--- config.mk ---
export PLATFORM = sky130hd
export DESIGN_NAME = racetrack_req_arbiter
export DESIGN_NICKNAME = d
export VERILOG_FILES = /design/src/rtl/racetrack_req_arbiter_pkg.sv /design/src/rtl/racetrack_req_arbiter_rr_arbiter2.sv /design/src/rtl/racetrack_req_arbiter.sv
export SDC_FILE = /design/constraint.sdc
export NUM_CORES = 1
export LEC_CHECK = 0
export ABC_CLOCK_PERIOD_IN_PS = 4000
export CORE_MARGIN = 2
export CORE_UTILIZATION = 42
export DETAILED_ROUTE_END_ITERATION = 16
export GPL_TIMING_DRIVEN = 0
export PLACE_DENSITY = 0.95
export SYNTH_ARGS = -nofsm -noshare
export SYNTH_HDL_FRONTEND = slang
export SYNTH_SLANG_ARGS = --single-unit
--- constraint.sdc ---
create_clock -name clk_i -period 4 [get_ports clk_i]
set_input_delay 0.8 -clock clk_i [delete_from_list [all_inputs] [get_ports clk_i]]
set_output_delay 0.8 -clock clk_i [all_outputs]
set_load 0.005 [all_outputs]
--- src/rtl/racetrack_req_arbiter_pkg.sv ---
// Shared types and constants for the racetrack bank request arbiter.
package racetrack_req_arbiter_pkg;

  typedef enum logic {
    INSTR = 1'b0,
    DATA  = 1'b1
  } owner_e;

  typedef enum logic [1:0] {
    IDLE = 2'd0,
    BUSY = 2'd1,
    RESP = 2'd2
  } arb_state_e;

  localparam logic [2:0] LIM_FUNCT_NONE         = 3'b000;
  localparam int         TIMEOUT_CYCLES_DEFAULT = 1000;

endpackage

--- src/rtl/racetrack_req_arbiter_rr_arbiter2.sv ---
// Two-input round-robin arbiter; bit 0 is the instruction port, bit 1 the data port.
module rr_arbiter2
  import racetrack_req_arbiter_pkg::*;
(
  input  logic [1:0] req_i,
  input  logic       last_owner_i,
  output logic [1:0] gnt_o
);

  always_comb begin
    gnt_o = 2'b00;
    case (req_i)
      2'b01:   gnt_o = 2'b01;
      2'b10:   gnt_o = 2'b10;
      // Contention: the port that did not win last time goes first.
      2'b11:   gnt_o = (last_owner_i == INSTR) ? 2'b10 : 2'b01;
      default: gnt_o = 2'b00;
    endcase
  end

endmodule

--- src/rtl/racetrack_req_arbiter.sv ---
// Shares one racetrack bank between instruction and data ports: round-robin grant,
// held operands while the bank works, one-cycle routed response and a timeout watchdog.
module racetrack_req_arbiter
  import racetrack_req_arbiter_pkg::*;
#(
  parameter int ADDR_WIDTH     = 22,
  parameter int DATA_WIDTH     = 32,
  parameter int TO_WIDTH       = 10,
  parameter int TIMEOUT_CYCLES = TIMEOUT_CYCLES_DEFAULT
) (
  input  logic                  clk_i,
  input  logic                  rst_i,
  input  logic                  instr_req_i,
  input  logic [ADDR_WIDTH-1:0] instr_addr_i,
  output logic                  instr_gnt_o,
  output logic                  instr_rvalid_o,
  output logic [DATA_WIDTH-1:0] instr_rdata_o,
  input  logic                  data_req_i,
  input  logic                  data_we_i,
  input  logic [3:0]            data_be_i,
  input  logic [2:0]            data_lim_funct_i,
  input  logic [ADDR_WIDTH-1:0] data_addr_i,
  input  logic [DATA_WIDTH-1:0] data_wdata_i,
  output logic                  data_gnt_o,
  output logic                  data_rvalid_o,
  output logic [DATA_WIDTH-1:0] data_rdata_o,
  output logic                  data_err_o,
  output logic                  instr_err_o,
  output logic                  mem_en_o,
  output logic                  mem_we_o,
  output logic [3:0]            mem_be_o,
  output logic [2:0]            mem_lim_funct_o,
  output logic [ADDR_WIDTH-1:0] mem_addr_o,
  output logic [DATA_WIDTH-1:0] mem_wdata_o,
  input  logic                  mem_rvalid_i,
  input  logic [DATA_WIDTH-1:0] mem_rdata_i,
  output logic                  busy_o,
  output logic                  timeout_sticky_o
);

  arb_state_e            state_q;
  owner_e                owner_q, last_owner_q;
  logic                  en_q, we_q, err_q, sticky_q;
  logic [3:0]            be_q;
  logic [2:0]            lim_q;
  logic [ADDR_WIDTH-1:0] addr_q;
  logic [DATA_WIDTH-1:0] wdata_q, rdata_q;
  logic [TO_WIDTH-1:0]   cnt_q;

  logic [1:0] arb_gnt, gnt;
  logic       arb_open;

  rr_arbiter2 u_arb (
    .req_i       ({data_req_i, instr_req_i}),
    .last_owner_i(last_owner_q),
    .gnt_o       (arb_gnt)
  );

  assign arb_open = !rst_i && (state_q != BUSY);
  assign gnt      = arb_open ? arb_gnt : 2'b00;

  always_ff @(posedge clk_i) begin
    if (rst_i) begin
      state_q      <= IDLE;
      owner_q      <= INSTR;
      last_owner_q <= INSTR;
      en_q         <= 1'b0;
      we_q         <= 1'b0;
      be_q         <= '0;
      lim_q        <= LIM_FUNCT_NONE;
      addr_q       <= '0;
      wdata_q      <= '0;
      rdata_q      <= '0;
      err_q        <= 1'b0;
      sticky_q     <= 1'b0;
      cnt_q        <= '0;
    end else begin
      case (state_q)
        IDLE, RESP: begin
          if (gnt != 2'b00) begin
            state_q      <= BUSY;
            owner_q      <= gnt[1] ? DATA : INSTR;
            last_owner_q <= gnt[1] ? DATA : INSTR;
            en_q         <= 1'b1;
            cnt_q        <= TO_WIDTH'(TIMEOUT_CYCLES);
            if (gnt[1]) begin
              we_q    <= data_we_i;
              be_q    <= data_be_i;
              lim_q   <= data_lim_funct_i;
              addr_q  <= data_addr_i;
              wdata_q <= data_wdata_i;
            end else begin
              we_q    <= 1'b0;
              be_q    <= 4'b1111;
              lim_q   <= LIM_FUNCT_NONE;
              addr_q  <= instr_addr_i;
              wdata_q <= '0;
            end
          end else begin
            state_q <= IDLE;
          end
        end
        BUSY: begin
          cnt_q <= cnt_q - TO_WIDTH'(1);
          // A completion in the last allowed cycle still counts as success.
          if (mem_rvalid_i) begin
            rdata_q <= mem_rdata_i;
            err_q   <= 1'b0;
            en_q    <= 1'b0;
            state_q <= RESP;
          end else if (cnt_q <= TO_WIDTH'(1)) begin
            rdata_q  <= '0;
            err_q    <= 1'b1;
            sticky_q <= 1'b1;
            en_q     <= 1'b0;
            state_q  <= RESP;
          end
        end
        default: state_q <= IDLE;
      endcase
    end
  end

  assign instr_gnt_o      = gnt[0];
  assign data_gnt_o       = gnt[1];
  assign instr_rvalid_o   = (state_q == RESP) && (owner_q == INSTR);
  assign data_rvalid_o    = (state_q == RESP) && (owner_q == DATA);
  assign instr_err_o      = instr_rvalid_o && err_q;
  assign data_err_o       = data_rvalid_o && err_q;
  assign instr_rdata_o    = rdata_q;
  assign data_rdata_o     = rdata_q;
  assign mem_en_o         = en_q;
  assign mem_we_o         = we_q;
  assign mem_be_o         = be_q;
  assign mem_lim_funct_o  = lim_q;
  assign mem_addr_o       = addr_q;
  assign mem_wdata_o      = wdata_q;
  assign busy_o           = (state_q != IDLE);
  assign timeout_sticky_o = sticky_q;

endmodule

==> After elaboration in Yosys (flattened, before gate mapping) <==
Index checks and enable logic that the tools add are counted.
{ "word_totals": {"register_bits": 110, "inputBits": 121, "out_inout_bits": 135, "elab_cells": 64} }
{ "op_classes": {"add_sub_neg": 1, "order_cmp": 1, "n_eq_ne": 8, "n_mux": 23, "bitwise_logic": 2, "reduce_logical": 17} }
{ "ops": {"columns": ["cell", "count"], "rows": [
  ["$mux W32", 3],
  ["$mux W22", 1],
  ["$pmux W10 S2", 1],
  ["$le A10 B1 Y1 const B", 1],
  ["$mux W10", 1],
  ["$sub A10 B1 Y10 const B", 1],
  ["$mux W1", 8],
  ["$mux W2", 4],
  ["$reduce_bool A2 Y1", 4],
  ["$eq A2 B2 Y1 const B", 3],
  ["$pmux W2 S3", 1],
  ["$reduce_and A2 Y1", 3],
  ["$reduce_and A3 Y1", 2],
  ["$logic_and A1 B1 Y1", 5],
  ["$eq A2 B1 Y1 const B", 2],
  ["$mux W4", 1],
  ["$pmux W2 S2", 1],
  ["$mux W3", 1],
  ["$ne A3 B3 Y1 const B", 1],
  ["$logic_not A2 Y1", 1],
  ["$ne A2 B1 Y1 const B", 1],
  ["$ne A2 B2 Y1 const B", 1],
  ["$not A1 Y1", 2],
  ["$pmux W1 S2", 1],
  ["other kinds (2)", 2]
]} }

==> Logic depth before layout (Yosys ltp) <==
Gate-level depths: netlist (run 1).
{ "depth": {"depth_word": 6, "depth_mapped": 8, "ltp_nobuf": 6} }

==> Cells and area by module <==
From an unflattened synthesis (run 1), not the netlist that was laid out.
{ "hier_totals": {"cells_unflattened": 568, "hier_area_um2": 4733.3} }
{ "modules_own_cells": {"columns": ["module", "instances", "cells_per_inst", "area_each_um2", "seq_area_each_um2"], "rows": [
  ["racetrack_req_arbiter", 1, 565, 4714.5, 2202.1],
  ["rr_arbiter2", 1, 3, 18.8, 0.0]
]} }

==> Least setup slack after synthesis (run 1) <==
Ideal clock, no wire load.
{ "synth_timing": {"kind": "input to output", "from": "input port rst_i", "to": "output port data_gnt_o", "arrival_ns": 1.458, "required_ns": 3.200, "path_slack_ns": 1.742, "stages": 4, "path_buffers": 1, "path_cell_list": "inv_1 nand4_1 inv_1 buf_1"} }
{ "synth_via": {"elab_chain_cells": 3} }
{ "synth_lines": {"columns": ["element", "line_no", "source"], "rows": [
  ["start: declaration", "racetrack_req_arbiter.sv:12", "input logic rst_i,"],
  ["$logic_not A1 Y1", "racetrack_req_arbiter.sv:59", "assign arb_open = !rst_i && (state_q != BUSY);"],
  ["$logic_and A1 B1 Y1", "racetrack_req_arbiter.sv:59", null],
  ["$mux W2", "racetrack_req_arbiter.sv:60", "assign gnt = arb_open ? arb_gnt : 2'b00;"],
  ["end: declaration", "racetrack_req_arbiter.sv:24", "output logic data_gnt_o,"]
]} }
Every way passes these cells.

==> Final worst setup path (run 1) <==
{ "layout_timing": {"from": "input port instr_req_i", "to": "output port data_gnt_o"} }
{ "layout_via": {"elab_chain_cells": 3, "elab_cells_between_ends": 5, "classes_between": "eq/ne: 3; mux: 2"} }
{ "layout_lines": {"columns": ["element", "line_no", "source"], "rows": [
  ["start: declaration", "racetrack_req_arbiter.sv:13", "input logic instr_req_i,"],
  ["$eq A2 B2 Y1 or $eq A2 B1 Y1 (tied branches)", "racetrack_req_arbiter_rr_arbiter2.sv:12", "case (req_i)"],
  ["$pmux W2 S3 (*)", "racetrack_req_arbiter_rr_arbiter2.sv:12", null],
  ["$mux W2 (*)", "racetrack_req_arbiter.sv:60", null]
]} }
Mark *: on every way between the ends. The rest lies on a longest branch, timed or not.

==> results.md, run 1 <==
- The number of cells on the worst reg-to-reg path is 6.
- The hold violation total from the final report is 0.
- The area of the core is 10800 sq um.
- Summing over every cut layer, the via total after detailed routing is 5227.
- The worst path uses 89.7% of the clock period.
- Once detail routing completed, the nets flagged for antenna violations numbered 0.
- The highest fanout seen on the critical path is 10.
- The H-tree depth is 3.
- Routability-driven placement finished with a final weighted congestion of 0.835.
- In this run the deepest clock path goes through 2 buffers.
- The signal on the critical path passes through clkdlybuf4s50_1, nand2_1, nand4_1, inv_1, buf_1, clkdlybuf4s50_1.
- The I/O pin count is 256.
- The clock net in this run drives a total of 110 sinks.
- The clock reaches the later pin of the worst-skew pair after 370 ps.
- The synthesized netlist occupies a cell area of 4660 sq um.
- Setup repair after global routing left no endpoint under its margin.
- The worst setup path is captured at an output pin.
- The total iterations of the first detailed-routing run is 5.
- The fraction of layout instances using a drive strength above 1 is 7.48%.
- The kind of cell with the highest combined delay on the critical path is buffers and inverters.
- The yosys synthesis warning count is 0.
- The number of antenna violations at the first check in global routing is 0.
- The via count of the first global-routing pass is 4947.
- Summed over all cells, the static leakage comes to 2.74 nW.
- Setup violations remaining at the end of the flow were counted as 0.
- The count of hold buffers inserted by post-cts repair is 0.
- Among all flip-flop cells after synthesis, the most frequent one is dfxtp_1.
- The worst IR drop on VDD is 0.000177 V.
- The final-layout setup total negative slack is 0 ps.
- The critical path contains buffers and inverters numbering 4 combined.
- For the worst setup path, the data arrival time is 2790 ps.
- The antenna diode count is 0.
- The total of fill cells in the finished design is 848.
- The endpoint with the worst hold slack is mem_addr_o[18].
- For this run, the register share of the synthesized area comes to 47.2%.
- On the worst path, the slowest cell contributes a delay of 590 ps.
- Max-cap violations in this run came to 0.
- The clock skew after layout is 17.4 ps.
- The source of the worst register-to-register timing path is state_q[1].
- The CTS tree is done.
- The mean area per synthesized cell is 8.15 sq um.
- Clock-pin slew was measured on the worst setup and hold paths at 100 ps.
- The number of buffers inserted during clock tree synthesis is 9.
- For this configuration, the core starts out at a cell density of 43.0%.
- The reg-to-reg setup timing slack is 1950 ps.
- The DRC violation total after the first TritonRoute iteration is 422.
- The critical path's most frequent cell is clkdlybuf4s50_1.
- At the pin with the least slew margin, the transition time is 973 ps.
- The die outline height is 109 microns.
- The time the final worst path needs with I/O delays and setup is 3590 ps.
- The net count reported at finish is 960.
- The number of distinct library cells after synthesis is 39.
- For this run the aggregate overflow at the end of global routing stands at 0.
- The initialized floorplan defines 38 standard-cell rows.
- Entering global routing, the biggest net connects 20 pins.
- The critical path in this run is classified as primary input to output pin.
- Counting flops with an async set or reset pin after synthesis yields a share of 0%.
- The number of setup buffers added after CTS is 0.
- The area growth from synthesis to layout is 62.4%.
- The CTS root buffer is clkbuf_8.
- The remaining design rule violation count is 0.
- The max-slew violation count is 0.
- For this design the ratio of total power to cell area is 331 nW/um^2.
- The worst setup path is launched from a primary input.
- The die covers 12000 sq um.
- In this run, synthesis inferred 0 flip-flops with an integrated enable.
- The first global-routing pass estimated 23800 microns of wire.
- Port buffering added 254 buffers.
- The wire length after detailed routing is 15900 microns.
- The x dimension of the die is 109 microns.
- Detailed placement finished with a half-perimeter wire length of 12200 microns.
- The required time reported for the critical path endpoint is 3200 ps.
- Based on the critical path, the design can be clocked at up to 0.279 GHz.
- The worst hold path was traced through 2 stages.
- In this run the worst hold path is classified as register to register.
- For this run, the total global-route usage over all layers was measured as 25.2%.
- Counting every net in the synthesized netlist gives 695.
- The average via count per standard cell is 5.32.
- The slowest library cell on the worst path is clkdlybuf4s50_1.
- The endpoint identified for the worst register-to-register timing path is mem_addr_o[6].
- The worst hold path begins at mem_addr_o[18].
- Dividing the detail-routed wire length by the instance count gives 16.2 microns.
- Synthesis produced 572 cells.
- The flow ran to the end, and the final reports show no timing, DRC or antenna violations.
- At the end of the flow the core is filled with cells to 69.8%.
- The synthesized design contains 110 register bits.
- The count of cells resized by post-cts repair is 0.
- Headroom to the max-slew limit came out at 35.0%.
worst min-delay path: cells and delay by family, from the launching register on:
family / cells / cell delay [ps]
AND/OR/NAND/NOR: 2 / 150
flip-flops: 1 / 320
state kept, by name, summed over array words and instances (netlist names):
register and cells:
cnt_q 10, data_rdata_o 32, err_q 1, last_owner_q 1, mem_addr_o 22, mem_be_o 4, mem_en_o 1, mem_lim_funct_o 3
mem_wdata_o 32, mem_we_o 1, state_q 2, timeout_sticky_o 1
routing by layer:
metal | up-vias | track usage (%) | share of wire (%)
met2 | 256 | 44.6 | 49
met3 | 41 | 7.17 | 8.8
li1 | 2513 | - | -
met1 | 2417 | 28.3 | 39
met5 | - | 0 | 0
met4 | 0 | 10.8 | 3.1
cell type report:
| cell class | count | area, sq um | area share, % |
|---|---|---|---|
| well taps | 140 | 175 | 2.31 |
| repair buffers | 254 | 2540 | 33.6 |
| clock buffers | 10 | 138 | 1.82 |
| flip-flops and latches | 110 | 2200 | 29.1 |
| multi-input cells | 375 | 1970 | 26.1 |
| plain buffers | 81 | 465 | 6.15 |
| clock inverters | 6 | 51.3 | 0.678 |
| inverters | 6 | 22.5 | 0.298 |
cells by family after synthesis:
group / count (synthesis) / share of synthesized area [%]
xor+xnor: 1 / 0.188
buf+inv: 87 / 10.5
flops: 110 / 47.2
simple gates: 276 / 27.2
compound gates: 96 / 14.3
fa+ha+maj: 2 / 0.537
where the power goes:
group	switching, mW	total (mW)	internal, mW
Clock	0.414	0.670	0.256
Combinational	0.251	0.605	0.354
Sequential	0.0605	1.23	1.17
per-stage QoR:
stage / power (mW) / worst slack, ps / area, sq um / hold slack [ps] / cells
floorplan: 1.50 / 1740 / 4660 / 448 / 572
global placement: 1.84 / 448 / 7380 / 447 / 966
detailed placement: 1.86 / 431 / 7380 / 475 / 966
CTS: 2.51 / 429 / 7570 / 501 / 982
global route: 2.61 / 203 / 7570 / 512 / 982
finish: 2.50 / 411 / 7570 / 502 / 982
cell usage after synthesis (all sizes together), types with 2 or more instances:
| cell type | count | area, sq um |
|---|---|---|
| dfxtp | 110 | 2200 |
| nor2 | 75 | 282 |
| nand2 | 67 | 251 |
| nor3 | 53 | 265 |
| buf | 47 | 338 |
| a22oi | 36 | 270 |
| nand3 | 35 | 175 |
| a31oi | 34 | 213 |
| clkbuf | 34 | 128 |
| nor4 | 24 | 150 |
| a21oi | 8 | 43.8 |
| nor2b | 8 | 50.1 |
| inv | 6 | 22.5 |
| o21ai | 4 | 20.0 |
| a211oi | 3 | 22.5 |
| a311oi | 3 | 26.3 |
| and3 | 3 | 18.8 |
| or2 | 3 | 18.8 |
| and2 | 2 | 12.5 |
| ha | 2 | 25.0 |
| nand4 | 2 | 12.5 |
| o21a | 2 | 15.0 |
worst max path at each step:
| stage | start | end | slack, ps | cells past startpoint |
|---|---|---|---|---|
| 6_report | instr_req_i | data_gnt_o | 410 | 6 |
| 5_1_grt | instr_req_i | data_gnt_o | 200 | 6 |
| 4_1_cts | instr_req_i | data_gnt_o | 430 | 6 |
| 3_5_place_dp | instr_req_i | data_gnt_o | 430 | 6 |
| 3_3_place_gp | instr_req_i | data_gnt_o | 450 | 6 |
| 2_1_floorplan | rst_i | data_gnt_o | 1740 | 4 |
cells in the final DEF (no fill, tap or decap), types with 7 or more instances in the layout:
master           count
a21oi_1              7
a22oi_1             36
a31oi_1             34
buf_4               32
clkbuf_1            34
clkbuf_8            10
clkdlybuf4s50_1    254
dfxtp_1            110
nand2_1             67
nand3_1             35
nor2_1              75
nor2b_1              8
nor3_1              53
nor4_1              24
(Power assumes the default switching activity.)
==> run 2: changes to the inputs <==
==> constraint.sdc (replaced) <==
create_clock -name clk_i -period 4 [get_ports clk_i]
set_input_delay 0.4 -clock clk_i [delete_from_list [all_inputs] [get_ports clk_i]]
set_output_delay 0.4 -clock clk_i [all_outputs]
set_load 0.005 [all_outputs]
==> results of run 2 <==
Same layout as run 1 (identical final DEF). Status: completed.
Main changes from that run: setup slack after placement 431 ps -> 1190 ps; clock-pin slew on the worst setup and hold paths 100 ps -> 110 ps; setup slack after layout 411 ps -> 1190 ps; hold slack 502 ps -> 446 ps; start point of the critical path instr_req_i -> state_q[1]; end point of the worst hold path mem_addr_o[18] -> data_rdata_o[30]
==> run 3: changes to the inputs <==
--- a/config.mk
+++ b/config.mk
@@ -5,12 +5,12 @@
 export SDC_FILE = /design/constraint.sdc
 export NUM_CORES = 1
 export LEC_CHECK = 0
-export ABC_CLOCK_PERIOD_IN_PS = 4000
+export ABC_CLOCK_PERIOD_IN_PS = 2300
 export CORE_MARGIN = 2
-export CORE_UTILIZATION = 42
+export CORE_UTILIZATION = 35
 export DETAILED_ROUTE_END_ITERATION = 16
 export GPL_TIMING_DRIVEN = 0
-export PLACE_DENSITY = 0.95
+export PLACE_DENSITY = 0.86
 export SYNTH_ARGS = -nofsm -noshare
 export SYNTH_HDL_FRONTEND = slang
 export SYNTH_SLANG_ARGS = --single-unit
==> constraint.sdc (replaced) <==
create_clock -name clk_i -period 2.3 [get_ports clk_i]
set_input_delay 0.23 -clock clk_i [delete_from_list [all_inputs] [get_ports clk_i]]
set_output_delay 0.23 -clock clk_i [all_outputs]
set_load 0.005 [all_outputs]
==> results.md, run 3 (synthesis gave the netlist of run 1 again) <==
- The run finished with clean final reports.
- The first global-routing pass estimated 25200 microns of wire.
- The die is 119 microns tall.
- The initial standard-cell utilization of the core is 35.5%.
- Of all nets on the critical path, the largest fanout is 10.
- The post-synthesis to final-layout area growth is 66.2%.
- Clock-pin slew was measured on the worst setup and hold paths at 80 ps.
- The CTS root buffer is clkbuf_16.
- The remaining design rule violation count is 0.
- The switching share of total power is 27.6%.
- The total power is 4.70 mW.
- The number of buffers on the longest clock path is 2.
- The time the final worst path needs with I/O delays and setup is 2200 ps.
- The I/O pin count is 256.
- The final-report setup violation count is 0.
- The global-route usage over all layers is 22.1%.
- The count of port buffers added during placement is 254.
- The floorplan has 42 rows.
- Summed over all layers, the routed wires come to 16200 microns.
- The most frequent standard cell in the layout excluding fill and tap cells is clkdlybuf4s50_1.
- STA classifies the critical path startpoint as a register.
- The total of fill cells in the finished design is 1199.
- The share of total power dissipated in sequential elements is 45.4%.
- The antenna diode count is 0.
- Detailed routing inserted a total of 5236 vias.
- The total congestion overflow after global routing is 0.
- The critical path in this run is classified as register to output pin.
- The CTS tree is done.
- The register area is 2200 sq um.
- Of the total power, combinational logic draws 22.7%.
- In the final layout, the share of cells above drive strength 1 is 8.52%.
- The number of max-cap violations is 0.
- The net load switching power is 1.30 mW.
- The kind of cell with the highest combined delay on the critical path is buffers and inverters.
- The via count of the first global-routing pass is 4886.
- For this design the ratio of total power to cell area is 606 nW/um^2.
- The worst setup path is captured at an output pin.
- After legalization and detailed placement, the total HPWL measured 12200 microns.
- Clock tree synthesis inserted a total of 9 buffers.
- The delay contributed by the slowest stage of the critical path is 530 ps.
- The wire length per cell after detailed routing is 15.8 microns.
- Across the VDD grid, the largest voltage drop is 0.000370 V.
- The number of placed cells counting well taps is 1003.
- The max-slew violation count came to 0.
- The internal power summed over all cells is 3.40 mW.
- Routability-driven placement finished with a final weighted congestion of 0.847.
- In this run the horizontal extent of the chip is 119 microns.
- The clock latency at the later pin of the worst-skew pair is 340 ps.
- Traced cell by cell, the critical path runs through nand2b_2, nand4_1, inv_2, buf_4, clkdlybuf4s50_1.
- In the routed layout, each cell is associated on average with a via count of 5.13.
- The type of the worst min-delay path is primary input to register.
- In this run the tightest slew margin relative to its limit is 55.6%.
- The count of nets left with antenna violations once routing finished came out at 0.
- Setup repair after global routing could not meet its margin everywhere.
- Among all stages on the critical path, the largest delay is contributed by clkdlybuf4s50_1.
- The final cell count without fillers is 1021.
- The number of antenna violations at the first check in global routing is 0.
- The die covers 14300 sq um.
- The number of buffer and inverter stages on the critical path is 3.
- In the finished design, the share of the clock period the worst path needs comes to 95.7%.
- Counting every sink on the clock net gives 110.
- At the pin with the least slew margin, the transition time is 667 ps.
- In this run, the number of DRC markers left after iteration 0 of detailed routing was 413.
- The pre-antenna-repair detailed-routing pass consisted of 5 iterations.
- The hold violation total from the final report is 0.
- The clock skew after layout is 8.59 ps.
- Of the total power, the clock network draws 31.8%.
- Buffers inserted to repair hold after CTS numbered 0.
- The total area inside the core boundary comes to 13100 sq um.
- The multi-input combinational cells in the finished layout cover a total of 1980 sq um.
- The reported leakage power is 2.79 nW.
- The net count reported at finish is 964.
- The maximum clock frequency is 0.454 GHz.
- The data arrival time of the critical path is 1970 ps.
- The required time reported for the critical path endpoint is 2070 ps.
- Leaving out fill and tap cells, the most frequent cells in the layout are clkdlybuf4s50_1, dfxtp_1, nor2_1.
- The largest net degree at the start of global routing is 20.
- The H-tree was split into 3 levels.
-- run 3: cell count changes in the layout (fill, tap and decap cells not counted), moves of 2 or more --
cell / change
clkinvlp_4: +2
clkbuf_8: -10
clkbuf_16: +9
buf_4: +4
clkbuf_1: -2
-- run 3: metrics by stage --
| stage | setup TNS, ps | utilization (%) | worst slack (ps) | instance area [sq um] | hold slack [ps] |
|---|---|---|---|---|---|
| floorplan | 0 | - | 471 | 4660 | 378 |
| detailed placement | -15520 | 56.6 | -345 | 7430 | 470 |
| CTS | 0 | 58.8 | 21.8 | 7730 | 292 |
| global route | -18.0 | 59.0 | -15.6 | 7750 | 323 |
| global placement | -25700 | 56.5 | -706 | 7420 | 464 |
| finish | 0 | 59.0 | 98.8 | 7750 | 306 |
-- run 3: metal layers --
metal,up-vias,share of wire [%],global-route usage (%)
met4,0,1.4,6.47
met1,2433,39,25.4
met5,-,0,0
li1,2524,-,-
met2,263,49,39.2
met3,16,10,7.23
-- run 3: final timing paths --
path	cells past startpoint	slack, ps	startpoint	to
max	5	100	state_q[0]	data_gnt_o
min	3	310	mem_rvalid_i	data_rdata_o[30]
max reg2reg	6	320	cnt_q[4]	data_rdata_o[12]
min reg2reg	2	490	timeout_sticky_o	timeout_sticky_o
-- run 3: timing repair --
| item | CTS | global route |
|---|---|---|
| gates resized for setup | 5 | 5 |
| setup endpoints to repair | 2 | 55 |
| pin swaps | 1 | 1 |
| setup buffers | 1 | 2 |
-- run 3: area by class of cell --
type	count	area share [%]
Tap cell	176	2.84
Buffer	81	6.09
Multi-Input combinational cell	375	25.6
Timing Repair Buffer	258	33.1
Clock buffer	9	2.91
Clock inverter	6	0.743
Sequential cell	110	28.4
Inverter	6	0.291
-- run 3: power groups by stage --
stage	clock, mW	combinational (mW)	sequential, mW
5_1_grt	1.61	1.16	2.15
3_5_place_dp	0	1.06	2.18
2_1_floorplan	0	0.438	2.17
3_3_place_gp	0	1.04	2.17
4_1_cts	1.53	1.07	2.13
6_report	1.50	1.07	2.14
-- run 3: worst register-to-register path, cell delays in order, from the launching register on --
cell     delay [ps]
dfxtp_1         380
or4_4           570
o41a_1          430
buf_6           150
buf_6           140
nand2_1          70
a31oi_1         100
